==> src/rtl/stage4_memory_access_if.sv <==
// Data-memory request/grant/response bus between the memory stage
// and the data memory.
interface stage4_memory_access_if #(
    parameter int XLEN = 32
);
    logic            req;
    logic            we;
    logic [XLEN-1:0] addr;
    logic [3:0]      be;
    logic [XLEN-1:0] wdata;
    logic            gnt;
    logic            rvalid;
    logic [XLEN-1:0] rdata;

    modport master (
        output req, we, addr, be, wdata,
        input  gnt, rvalid, rdata
    );

    modport slave (
        input  req, we, addr, be, wdata,
        output gnt, rvalid, rdata
    );
endinterface

==> src/rtl/stage4_memory_access.sv <==
// Memory stage: load/store bus sequencing, lane alignment and
// writeback value selection for RV32I.
module stage4_memory_access #(
    parameter int XLEN = 32
) (
    input  logic            clk,
    input  logic            rst,
    input  logic            in_valid,
    output logic            in_ready,
    input  logic [6:0]      in_opcode,
    input  logic [2:0]      in_funct3,
    input  logic [4:0]      in_rd,
    input  logic [XLEN-1:0] in_immediate,
    input  logic [XLEN-1:0] in_program_counter,
    input  logic [XLEN-1:0] in_rs1_value,
    input  logic [XLEN-1:0] in_rs2_value,
    input  logic [XLEN-1:0] in_alu_result,
    output logic            out_valid,
    input  logic            out_ready,
    output logic [4:0]      out_rd,
    output logic            out_rd_we,
    output logic [XLEN-1:0] out_rd_value,
    stage4_memory_access_if.master dmem,
    output logic            mem_fault,
    output logic [XLEN-1:0] mem_fault_pc
);
    localparam logic [6:0] OP_REG   = 7'b0110011;
    localparam logic [6:0] OP_IMM   = 7'b0010011;
    localparam logic [6:0] OP_LUI   = 7'b0110111;
    localparam logic [6:0] OP_AUIPC = 7'b0010111;
    localparam logic [6:0] OP_JAL   = 7'b1101111;
    localparam logic [6:0] OP_JALR  = 7'b1100111;
    localparam logic [6:0] OP_LOAD  = 7'b0000011;
    localparam logic [6:0] OP_STORE = 7'b0100011;

    typedef enum logic [1:0] {
        IDLE,
        REQ,
        WAIT_RSP
    } state_t;

    state_t state_q, state_d;

    logic [XLEN-1:0] ea;
    logic            is_load, is_store, mem_op;
    logic            misalign, bad_f3, fault;
    logic            accept, go_mem;
    logic [3:0]      be_n;
    logic [XLEN-1:0] wdata_n;
    logic [XLEN-1:0] wb_val;
    logic            wb_we;

    logic [XLEN-1:0] addr_q, wdata_q;
    logic [3:0]      be_q;
    logic            we_q;
    logic [2:0]      f3_q;
    logic [1:0]      a_q;
    logic [4:0]      rd_q;

    logic [7:0]      ld_byte;
    logic [15:0]     ld_half;
    logic [XLEN-1:0] ld_val;

    assign ea       = in_rs1_value + in_immediate;
    assign is_load  = (in_opcode == OP_LOAD);
    assign is_store = (in_opcode == OP_STORE);
    assign mem_op   = is_load || is_store;

    assign misalign = ((in_funct3[1:0] == 2'b01) && ea[0]) ||
                      ((in_funct3[1:0] == 2'b10) && (ea[1:0] != 2'b00));
    assign bad_f3   = is_load ? (in_funct3 == 3'b011 ||
                                 in_funct3 == 3'b110 ||
                                 in_funct3 == 3'b111)
                              : (in_funct3 >= 3'b011);
    assign fault    = mem_op && (bad_f3 || misalign);

    assign in_ready = (state_q == IDLE) && (!out_valid || out_ready);
    assign accept   = in_valid && in_ready;
    assign go_mem   = accept && mem_op && !fault;

    always_comb begin
        be_n    = 4'b1111;
        wdata_n = in_rs2_value;
        case (in_funct3[1:0])
            2'b00: begin
                be_n    = 4'b0001 << ea[1:0];
                wdata_n = {4{in_rs2_value[7:0]}};
            end
            2'b01: begin
                be_n    = 4'b0011 << ea[1:0];
                wdata_n = {2{in_rs2_value[15:0]}};
            end
            default: ;
        endcase
    end

    always_comb begin
        wb_val = '0;
        wb_we  = 1'b0;
        unique case (1'b1)
            (in_opcode == OP_REG),
            (in_opcode == OP_IMM): begin
                wb_val = in_alu_result;
                wb_we  = 1'b1;
            end
            (in_opcode == OP_LUI): begin
                wb_val = in_immediate;
                wb_we  = 1'b1;
            end
            (in_opcode == OP_AUIPC): begin
                wb_val = in_program_counter + in_immediate;
                wb_we  = 1'b1;
            end
            (in_opcode == OP_JAL),
            (in_opcode == OP_JALR): begin
                wb_val = in_program_counter + XLEN'(4);
                wb_we  = 1'b1;
            end
            default: ;
        endcase
    end

    always_comb begin
        ld_byte = dmem.rdata[7:0];
        case (a_q)
            2'd1:    ld_byte = dmem.rdata[15:8];
            2'd2:    ld_byte = dmem.rdata[23:16];
            2'd3:    ld_byte = dmem.rdata[31:24];
            default: ;
        endcase
        ld_half = a_q[1] ? dmem.rdata[31:16] : dmem.rdata[15:0];
        ld_val  = dmem.rdata;
        case (f3_q)
            3'b000:  ld_val = {{24{ld_byte[7]}}, ld_byte};
            3'b001:  ld_val = {{16{ld_half[15]}}, ld_half};
            3'b100:  ld_val = {24'd0, ld_byte};
            3'b101:  ld_val = {16'd0, ld_half};
            default: ;
        endcase
    end

    always_ff @(posedge clk) begin
        if (rst) state_q <= IDLE;
        else     state_q <= state_d;
    end

    always_comb begin
        state_d = state_q;
        case (state_q)
            IDLE:     if (go_mem) state_d = REQ;
            REQ:      if (dmem.gnt) state_d = we_q ? IDLE : WAIT_RSP;
            WAIT_RSP: if (dmem.rvalid) state_d = IDLE;
            default:  state_d = IDLE;
        endcase
    end

    // Request fields are registered so they stay stable until grant
    assign dmem.req   = (state_q == REQ);
    assign dmem.we    = dmem.req && we_q;
    assign dmem.addr  = addr_q;
    assign dmem.be    = dmem.req ? be_q : 4'b0000;
    assign dmem.wdata = wdata_q;

    always_ff @(posedge clk) begin
        if (rst) begin
            out_valid    <= 1'b0;
            out_rd       <= '0;
            out_rd_we    <= 1'b0;
            out_rd_value <= '0;
            mem_fault    <= 1'b0;
            mem_fault_pc <= '0;
            addr_q       <= '0;
            wdata_q      <= '0;
            be_q         <= '0;
            we_q         <= 1'b0;
            f3_q         <= '0;
            a_q          <= '0;
            rd_q         <= '0;
        end else begin
            mem_fault <= 1'b0;
            if (out_valid && out_ready) out_valid <= 1'b0;
            if (go_mem) begin
                addr_q  <= {ea[XLEN-1:2], 2'b00};
                be_q    <= be_n;
                wdata_q <= wdata_n;
                we_q    <= is_store;
                f3_q    <= in_funct3;
                a_q     <= ea[1:0];
                rd_q    <= in_rd;
            end else if (accept) begin
                out_valid    <= 1'b1;
                out_rd       <= in_rd;
                out_rd_we    <= !fault && wb_we && (in_rd != 5'd0);
                out_rd_value <= fault ? '0 : wb_val;
                if (fault) begin
                    mem_fault    <= 1'b1;
                    mem_fault_pc <= in_program_counter;
                end
            end
            if (state_q == REQ && dmem.gnt && we_q) begin
                out_valid    <= 1'b1;
                out_rd       <= rd_q;
                out_rd_we    <= 1'b0;
                out_rd_value <= '0;
            end
            if (state_q == WAIT_RSP && dmem.rvalid) begin
                out_valid    <= 1'b1;
                out_rd       <= rd_q;
                out_rd_we    <= (rd_q != 5'd0);
                out_rd_value <= ld_val;
            end
        end
    end
endmodule
==> src/flat_wrapper.sv <==
// flat-port wrapper written by rule: the top's interface ports become plain ports
module stage4_memory_access_flat 
#(
    parameter int XLEN = 32
)
  (clk, rst, in_valid, in_ready, in_opcode, in_funct3, in_rd, in_immediate, in_program_counter, in_rs1_value, in_rs2_value, in_alu_result, out_valid, out_ready, out_rd, out_rd_we, out_rd_value, mem_fault, mem_fault_pc, dmem_req, dmem_we, dmem_addr, dmem_be, dmem_wdata, dmem_gnt, dmem_rvalid, dmem_rdata);
  stage4_memory_access_if #(.XLEN(XLEN)) dmem_i ();
  input  logic clk;
  input  logic rst;
  input  logic in_valid;
  output logic in_ready;
  input  logic [6:0] in_opcode;
  input  logic [2:0] in_funct3;
  input  logic [4:0] in_rd;
  input  logic [XLEN-1:0] in_immediate;
  input  logic [XLEN-1:0] in_program_counter;
  input  logic [XLEN-1:0] in_rs1_value;
  input  logic [XLEN-1:0] in_rs2_value;
  input  logic [XLEN-1:0] in_alu_result;
  output logic out_valid;
  input  logic out_ready;
  output logic [4:0] out_rd;
  output logic out_rd_we;
  output logic [XLEN-1:0] out_rd_value;
  output logic mem_fault;
  output logic [XLEN-1:0] mem_fault_pc;
  output wire logic [$bits(dmem_i.req)-1:0] dmem_req;
  output wire logic [$bits(dmem_i.we)-1:0] dmem_we;
  output wire logic [$bits(dmem_i.addr)-1:0] dmem_addr;
  output wire logic [$bits(dmem_i.be)-1:0] dmem_be;
  output wire logic [$bits(dmem_i.wdata)-1:0] dmem_wdata;
  input wire logic [$bits(dmem_i.gnt)-1:0] dmem_gnt;
  input wire logic [$bits(dmem_i.rvalid)-1:0] dmem_rvalid;
  input wire logic [$bits(dmem_i.rdata)-1:0] dmem_rdata;
  assign dmem_req = dmem_i.req;
  assign dmem_we = dmem_i.we;
  assign dmem_addr = dmem_i.addr;
  assign dmem_be = dmem_i.be;
  assign dmem_wdata = dmem_i.wdata;
  assign dmem_i.gnt = dmem_gnt;
  assign dmem_i.rvalid = dmem_rvalid;
  assign dmem_i.rdata = dmem_rdata;
  stage4_memory_access #(.XLEN(XLEN)) u_core (.clk(clk), .rst(rst), .in_valid(in_valid), .in_ready(in_ready), .in_opcode(in_opcode), .in_funct3(in_funct3), .in_rd(in_rd), .in_immediate(in_immediate), .in_program_counter(in_program_counter), .in_rs1_value(in_rs1_value), .in_rs2_value(in_rs2_value), .in_alu_result(in_alu_result), .out_valid(out_valid), .out_ready(out_ready), .out_rd(out_rd), .out_rd_we(out_rd_we), .out_rd_value(out_rd_value), .dmem(dmem_i), .mem_fault(mem_fault), .mem_fault_pc(mem_fault_pc));
endmodule
==> config.mk <==
export PLATFORM = sky130hd
export DESIGN_NAME = stage4_memory_access_flat
export DESIGN_NICKNAME = d
export VERILOG_FILES = /design/src/rtl/stage4_memory_access_if.sv /design/src/rtl/stage4_memory_access.sv /design/src/flat_wrapper.sv
export SDC_FILE = /design/constraint.sdc
export NUM_CORES = 1
export LEC_CHECK = 0
export ABC_AREA = 0
export CORE_ASPECT_RATIO = 2
export CORE_UTILIZATION = 48
export DETAILED_ROUTE_END_ITERATION = 10
export PLACE_DENSITY = 0.82
export SYNTH_ARGS = -nofsm -noshare
export SYNTH_HDL_FRONTEND = slang
export SYNTH_SLANG_ARGS = --single-unit
==> constraint.sdc <==
create_clock -name clk -period 4.01 [get_ports clk]
set_input_delay 0.802 -clock clk [delete_from_list [all_inputs] [get_ports clk]]
set_output_delay 0.802 -clock clk [all_outputs]
set_load 0.01 [all_outputs]
==> flow_summary_export.csv <==
group,metric,value,unit
run_status,outcome,"completed",
place,pre_cts_slack,-198,ps
detailed_routing,initialDrtViolationCount,1145,
worst_setup_path,reg2reg_slack,1260,ps
timing,maxSlewHeadroom,0.509,
power,power-per-cell-area,277,nW/um^2
cells_and_area,diodes,0,
yosys,yosysUniqueCellTypes,83,
cts,cts_buffer_depth,2,
yosys,synth.ff_latch_count,151,
min_path,hp-class,"reg -> reg",
worst_setup_path,critical_path.max_fanout,4,
cts,postCtsSetupRepairBufs,0,
timing,slew_violations,0,
cts,cts.sinks,151,
cts,clk_transition_reported_paths,70,ps
timing,finalSetupViolCount,0,
yosys,synthFlopType,"dfxtp_1",
place,place_area,15300,um^2
worst_setup_path,cp.arrival,4060,ps
place,gp_congestion,0.987,
timing,fin_crit,3690,ps
timing,fin_crit_sh,0.921,
die,die_y,216,um
timing,skew,4.37,ps
timing,holdWs,451,ps
yosys,ys_warn_count,0,
cts,htreeDepth,4,
power,p_leak,5.94,nW
worst_setup_path,endpoint_kind,"register",
detailed_routing,viasPerCell,6.20,
yosys,syn_inst,1443,
cts,cts_hold_buf,0,
worst_setup_path,slowest_stage,"clkdlybuf4s50_1",
die,core.rowCount,77,
worst_setup_path,crit_top_cell,"a211oi_1",
worst_setup_path,worstSetupStartpointType,"input port",
worst_setup_path,crit_type,"in -> reg",
detailed_routing,postRouteAntennaNets,0,
die,boundaryPins,356,
detailed_routing,remaining_drc_errors,0,
detailed_routing,vias,13100,
die,dieArea,23500,um^2
yosys,syn_area_per_cell,7.59,um^2
place,place_hpwl,38.8,mm
global_routing,grt_usage,0.419,
timing,grt_setup_unrepaired,"false",
global_routing,grt_pass1_wl,72.7,mm
yosys,synth_seq_area_share,0.276,
cells_and_area,syn_to_final_growth,44.8,%
cts,cts_buffers,17,
die,coreArea,22300,um^2
cts,clock_latency,460,ps
timing,setup_tns,0,ps
timing,hold_viol,0,
worst_setup_path,critPathRequiredTime,4370,ps
detailed_routing,drt-total-wl,49.5,mm
yosys,synth-edff-count,0,
cells_and_area,fin_area,15900,um^2
cts,root_buffer,"clkbuf_16",
cells_and_area,final_util,0.713,
yosys,async_flop_share,0,
worst_setup_path,cpPeakStageDelay,520,ps
detailed_routing,wl_per_cell,23.4,um
timing,worst_pin_slew,729,ps
worst_setup_path,path_cells,"clkdlybuf4s50_1 > ha_1 > a211oi_1 > o21ai_0 > a211oi_1 > buf_4 > nor2_1 > o211a_1 > a2111oi_4 > a21oi_1 > xnor2_1 > a211oi_1",
global_routing,grt_overflow,0,
power,vdd_drop_max,0.318,mV
die,die_x,109,um
cells_and_area,drive_gt1_frac,0.0871,
cells_and_area,nets,2103,
detailed_routing,first_pass_iters,8,
timing,setup_slack,317,ps
die,start_util,0.492,
global_routing,grt_max_degree,78,
global_routing,first_global_vias,13100,
global_routing,antenna_found_initial,0,
timing,clock.fmax,271,MHz
yosys,synth_area,11000,um^2
place,io_buffers,353,
job,cap_violations,0,
cts,cts_tree,"built",
report_power, final:
group / internal (W) / switching (W)
logic: 0.000599 / 0.000667
clock network: 0.000854 / 0.000725
registers: 0.00153 / 0.0000185
worst paths after layout:
kind | endpoint | depth (start not counted) | from
max | u_core.dmem.addr[31] | 12 | in_immediate[1]
min | u_core.dmem.addr[11] | 2 | u_core.dmem.addr[11]
min reg2reg | u_core.dmem.addr[11] | 2 | u_core.dmem.addr[11]
max reg2reg | u_core.out_rd_value[25] | 9 | u_core.state_q[0]
area by class of cell:
| cell class | instances | area, um^2 |
|---|---|---|
| clock buffers | 22 | 474 |
| clock inverters | 10 | 87.6 |
| fillers | 1714 | 6390 |
| inverters | 34 | 128 |
| multi-input cells | 1167 | 7470 |
| flip-flops and latches | 151 | 3020 |
| well taps | 276 | 345 |
| repair buffers | 454 | 4340 |
per-stage QoR:
| step | total power (W) | instances |
|---|---|---|
| after global routing | 0.00453 | 2114 |
| after detailed placement | 0.00281 | 2082 |
| after floorplan | 0.00220 | 1444 |
| after CTS | 0.00437 | 2114 |
| after global placement | 0.00279 | 2082 |
| final | 0.00439 | 2114 |
per-layer routing:
layer | share of wire | track usage | vias to the layer above
met3 | 0.066 | 0.0828 | 222
met5 | 0 | 0 | -
met2 | 0.50 | 0.731 | 715
met4 | 0.094 | 0.367 | 0
li1 | - | - | 6077
met1 | 0.34 | 0.408 | 6087
critical path, delay by kind of cell:
family	cells	cell delay [ps]
AOI/OAI and AO/OA	7	1970
buffers and inverters	2	690
adders and majority gates	1	360
xor gates and xnor gates	1	150
and+or+nand+nor	1	80
cell usage in the layout, fill, tap and decap left out, drive strengths merged, types with 31 or more instances in the layout:
cell type and count:
clkdlybuf4s50 352, nand2 193, nor2 154, dfxtp 151, a21oi 144, buf 102
o21ai 90, ha 63, mux2i 54, xnor2 42, nor3 39, inv 37
a211oi 33, xor2 33, nand3 31
cell families (layout without fill, tap and decap cells):
family | after synthesis | count (layout) | share of synthesized area
mux | 56 | 56 | 0.0514
fa+ha+maj | 65 | 65 | 0.0756
buf+inv | 126 | 520 | 0.0459
flops | 151 | 151 | 0.276
xor+xnor | 75 | 75 | 0.0600
other cells | 1 | 2 | 0.000342
compound gates | 463 | 463 | 0.285
simple gates | 506 | 506 | 0.206
synthesized netlist by cell type, types with 22 or more instances:
cell type,number,area share
a311oi_1,25,0.020
nand3_1,31,0.014
a21o_1,22,0.015
xnor2_1,42,0.034
nand2_1,192,0.066
inv_1,33,0.011
a21oi_1,141,0.064
clkbuf_1,70,0.024
mux2i_1,54,0.049
o21ai_0,87,0.040
a211oi_1,33,0.023
xor2_1,33,0.026
ha_1,63,0.072
nor3_1,39,0.018
nor2_1,154,0.053
dfxtp_1,151,0.28
repair_timing:
item / 4_1_cts / 5_1_grt
endpoints found under the hold margin: 0 / 0
setup endpoints to repair: 0 / 1
gates resized for setup: 0 / 1
flip-flops by register name, summed over array words and instances (netlist names):
name / count
u_core.dmem.wdata: 32
u_core.mem_fault_pc: 32
u_core.out_rd_value: 32
u_core.dmem.addr: 30
u_core.out_rd: 5
u_core.rd_q: 5
u_core.be_q: 4
u_core.f3_q: 3
u_core.a_q: 2
u_core.state_q: 2
u_core.mem_fault: 1
u_core.out_rd_we: 1
u_core.out_valid: 1
u_core.we_q: 1
Note: power is estimated with default switching activity, not from simulation.
==> patch: new RTL, config.mk and constraints unchanged <==
Put one more register stage on the output `mem_fault`, without a reset. The value now appears one clock later. The other outputs are not delayed to match.
--- a/src/rtl/stage4_memory_access.sv
+++ b/src/rtl/stage4_memory_access.sv
@@ -39,6 +39,8 @@
         WAIT_RSP
     } state_t;
 
+    logic mem_fault_s0;
+
     state_t state_q, state_d;
 
     logic [XLEN-1:0] ea;
@@ -167,7 +169,7 @@
             out_rd       <= '0;
             out_rd_we    <= 1'b0;
             out_rd_value <= '0;
-            mem_fault    <= 1'b0;
+            mem_fault_s0 <= 1'b0;
             mem_fault_pc <= '0;
             addr_q       <= '0;
             wdata_q      <= '0;
@@ -177,7 +179,7 @@
             a_q          <= '0;
             rd_q         <= '0;
         end else begin
-            mem_fault <= 1'b0;
+            mem_fault_s0 <= 1'b0;
             if (out_valid && out_ready) out_valid <= 1'b0;
             if (go_mem) begin
                 addr_q  <= {ea[XLEN-1:2], 2'b00};
@@ -193,7 +195,7 @@
                 out_rd_we    <= !fault && wb_we && (in_rd != 5'd0);
                 out_rd_value <= fault ? '0 : wb_val;
                 if (fault) begin
-                    mem_fault    <= 1'b1;
+                    mem_fault_s0 <= 1'b1;
                     mem_fault_pc <= in_program_counter;
                 end
             end
@@ -211,4 +213,8 @@
             end
         end
     end
+    always_ff @(posedge clk) begin
+        mem_fault <= mem_fault_s0;
+    end
+
 endmodule
Function: changed (Yosys sat finds a counterexample within 4 cycles, from zero or initial values and one cycle with rst high).
==> patch against the unedited design <==
First-iteration DRC count rose by 2.5%; power rose by 3.1%; worst setup slack got worse by 0.046 ns; routed wire length fell by 0.21%; largest cell class unchanged; synthesized area rose by 2.1%; via count rose by 2.2%; design area rose by 2.0%; sequential cell count rose by 1.
==> patch: results (changes against the unedited design) <==
stage	metric	value	unit	change
min_path	holdPathStages	0		-2
critical_path	r2r-end	u_core.out_rd_value[26]$_SDFFE_PP0P_		
synthesis	synthTopCellsByArea	dfxtp_1, ha_1, a21oi_1		
power_and_ir_drop	peakVddDrop	0.355	mV	+11%
critical_path	cp-endpoint	u_core.dmem.addr[30]$_SDFFE_PP0P_		
routing	drtIter0Drc	1174		+2.5%
critical_path	r2r_setup_slack	1.48	ns	+0.22 ns
routing	vias_per_cell	6.26		+1.1%
finish	fin_nets	2121		+0.86%
global_route	grt_pass1_vias	13026		-0.48%
critical_path	crit_arrival	4.13	ns	+0.07 ns
outcome	status	finished clean		
power_and_ir_drop	p_leak	6.00	nW	+0.89%
routing	drt_pass1_iterations	6		-2
critical_path	path_max_fanout	4		unchanged
finish	drive_above_1_share	8.67	%	-0.031 points
global_route	antenna_found_initial	2		+2
critical_path	timing.critical_path.from	in_immediate[0]		
routing	wl_per_cell	23.1	µm	-1.3%
timing	max_slew_margin	54.1	%	+3.2 points
timing	slew_viol_final	0		unchanged
global_route	grt_pass1_wl	72600	µm	about the same
global_route	use_met2	70.8	%	-2.3 points
global_route	grt.total_usage	41.1	%	-0.77 points
global_route	grtUsageMet3	7.71	%	-0.56 points
floorplan	rows	78		+1.3%
min_path	hold_end	u_core.mem_fault$_DFF_P_		
synthesis	synth_xor_area_share	5.48	%	-0.51 points
routing	dr_wl_met2	24400	µm	-1.8%
routing	wl_met1	17000	µm	+1.7%
routing	met3_wirelength	3620	µm	+11%
place	gp_congestion	0.996		+0.99%
place	dp_hpwl	39000	µm	+0.57%
min_path	hold_start	u_core.mem_fault_s0$_SDFF_PP0_		
global_route	grt_use_met1	42.1	%	+1.3 points
synthesis	synthTopCellsByCount	nand2_1, nor2_1, dfxtp_1, a21oi_1, clkbuf_1		
synthesis	synthAdderAreaFrac	7.41	%	-0.15 points
[patch: cell count changes after synthesis, moves of 5 or more]
cell	before	now
a22oi_1	5	13
a222oi_1	19	14
and4_1	3	9
o21ai_1	2	15
o211ai_1	19	26
nand4_1	13	21
o21ai_0	87	64
nand2_1	192	179
a31oi_1	11	16
o31ai_1	4	11
o221ai_1	11	17
[patch: cell families after synthesis]
logic type,count (synthesis)
flops,152
buf+inv,133
compound gates,478
mux,53
other cells,1
simple gates,508
xor+xnor,70
fa+ha+maj,65
[patch: power by group]
part | total, mW | internal (mW) | switching, mW
logic | 1.27 | 0.590 | 0.683
registers | 1.55 | 1.53 | 0.0156
clock network | 1.70 | 0.952 | 0.750
total | 4.53 | 3.08 | 1.45
[patch: metrics by stage]
stage,utilization (%),instance area [µm²],hold WS (ns),std cells,setup slack [ns]
2_1_floorplan,-,11200,0.310,1461,0.804
3_3_place_gp,68.5,15600,0.312,2104,-0.0446
3_5_place_dp,68.5,15600,0.323,2104,-0.127
4_1_cts,71.1,16200,0.340,2136,0.333
5_1_grt,71.1,16200,0.356,2138,0.182
6_report,71.1,16200,0.339,2138,0.271
[patch: worst max-delay path: stages]
cell             delay [ns]
clkdlybuf4s50_1        0.70
ha_1                   0.26
fa_1                   0.23
a21oi_1                0.08
buf_4                  0.14
o211ai_1               0.34
a221oi_4               0.13
nor4b_4                0.30
buf_4                  0.17
o211ai_1               0.14
a221o_1                0.36
or4_1                  0.40
nand3_1                0.08
[patch: final cells by class]
class,instances,area [µm²]
inverter,38,143
tap,280,350
clock buffer,19,443
sequential,152,3040
fill,1882,6560
clock inverter,13,160
multi-input combinational,1176,7640
antenna,2,5.00
timing repair buffer,458,4390
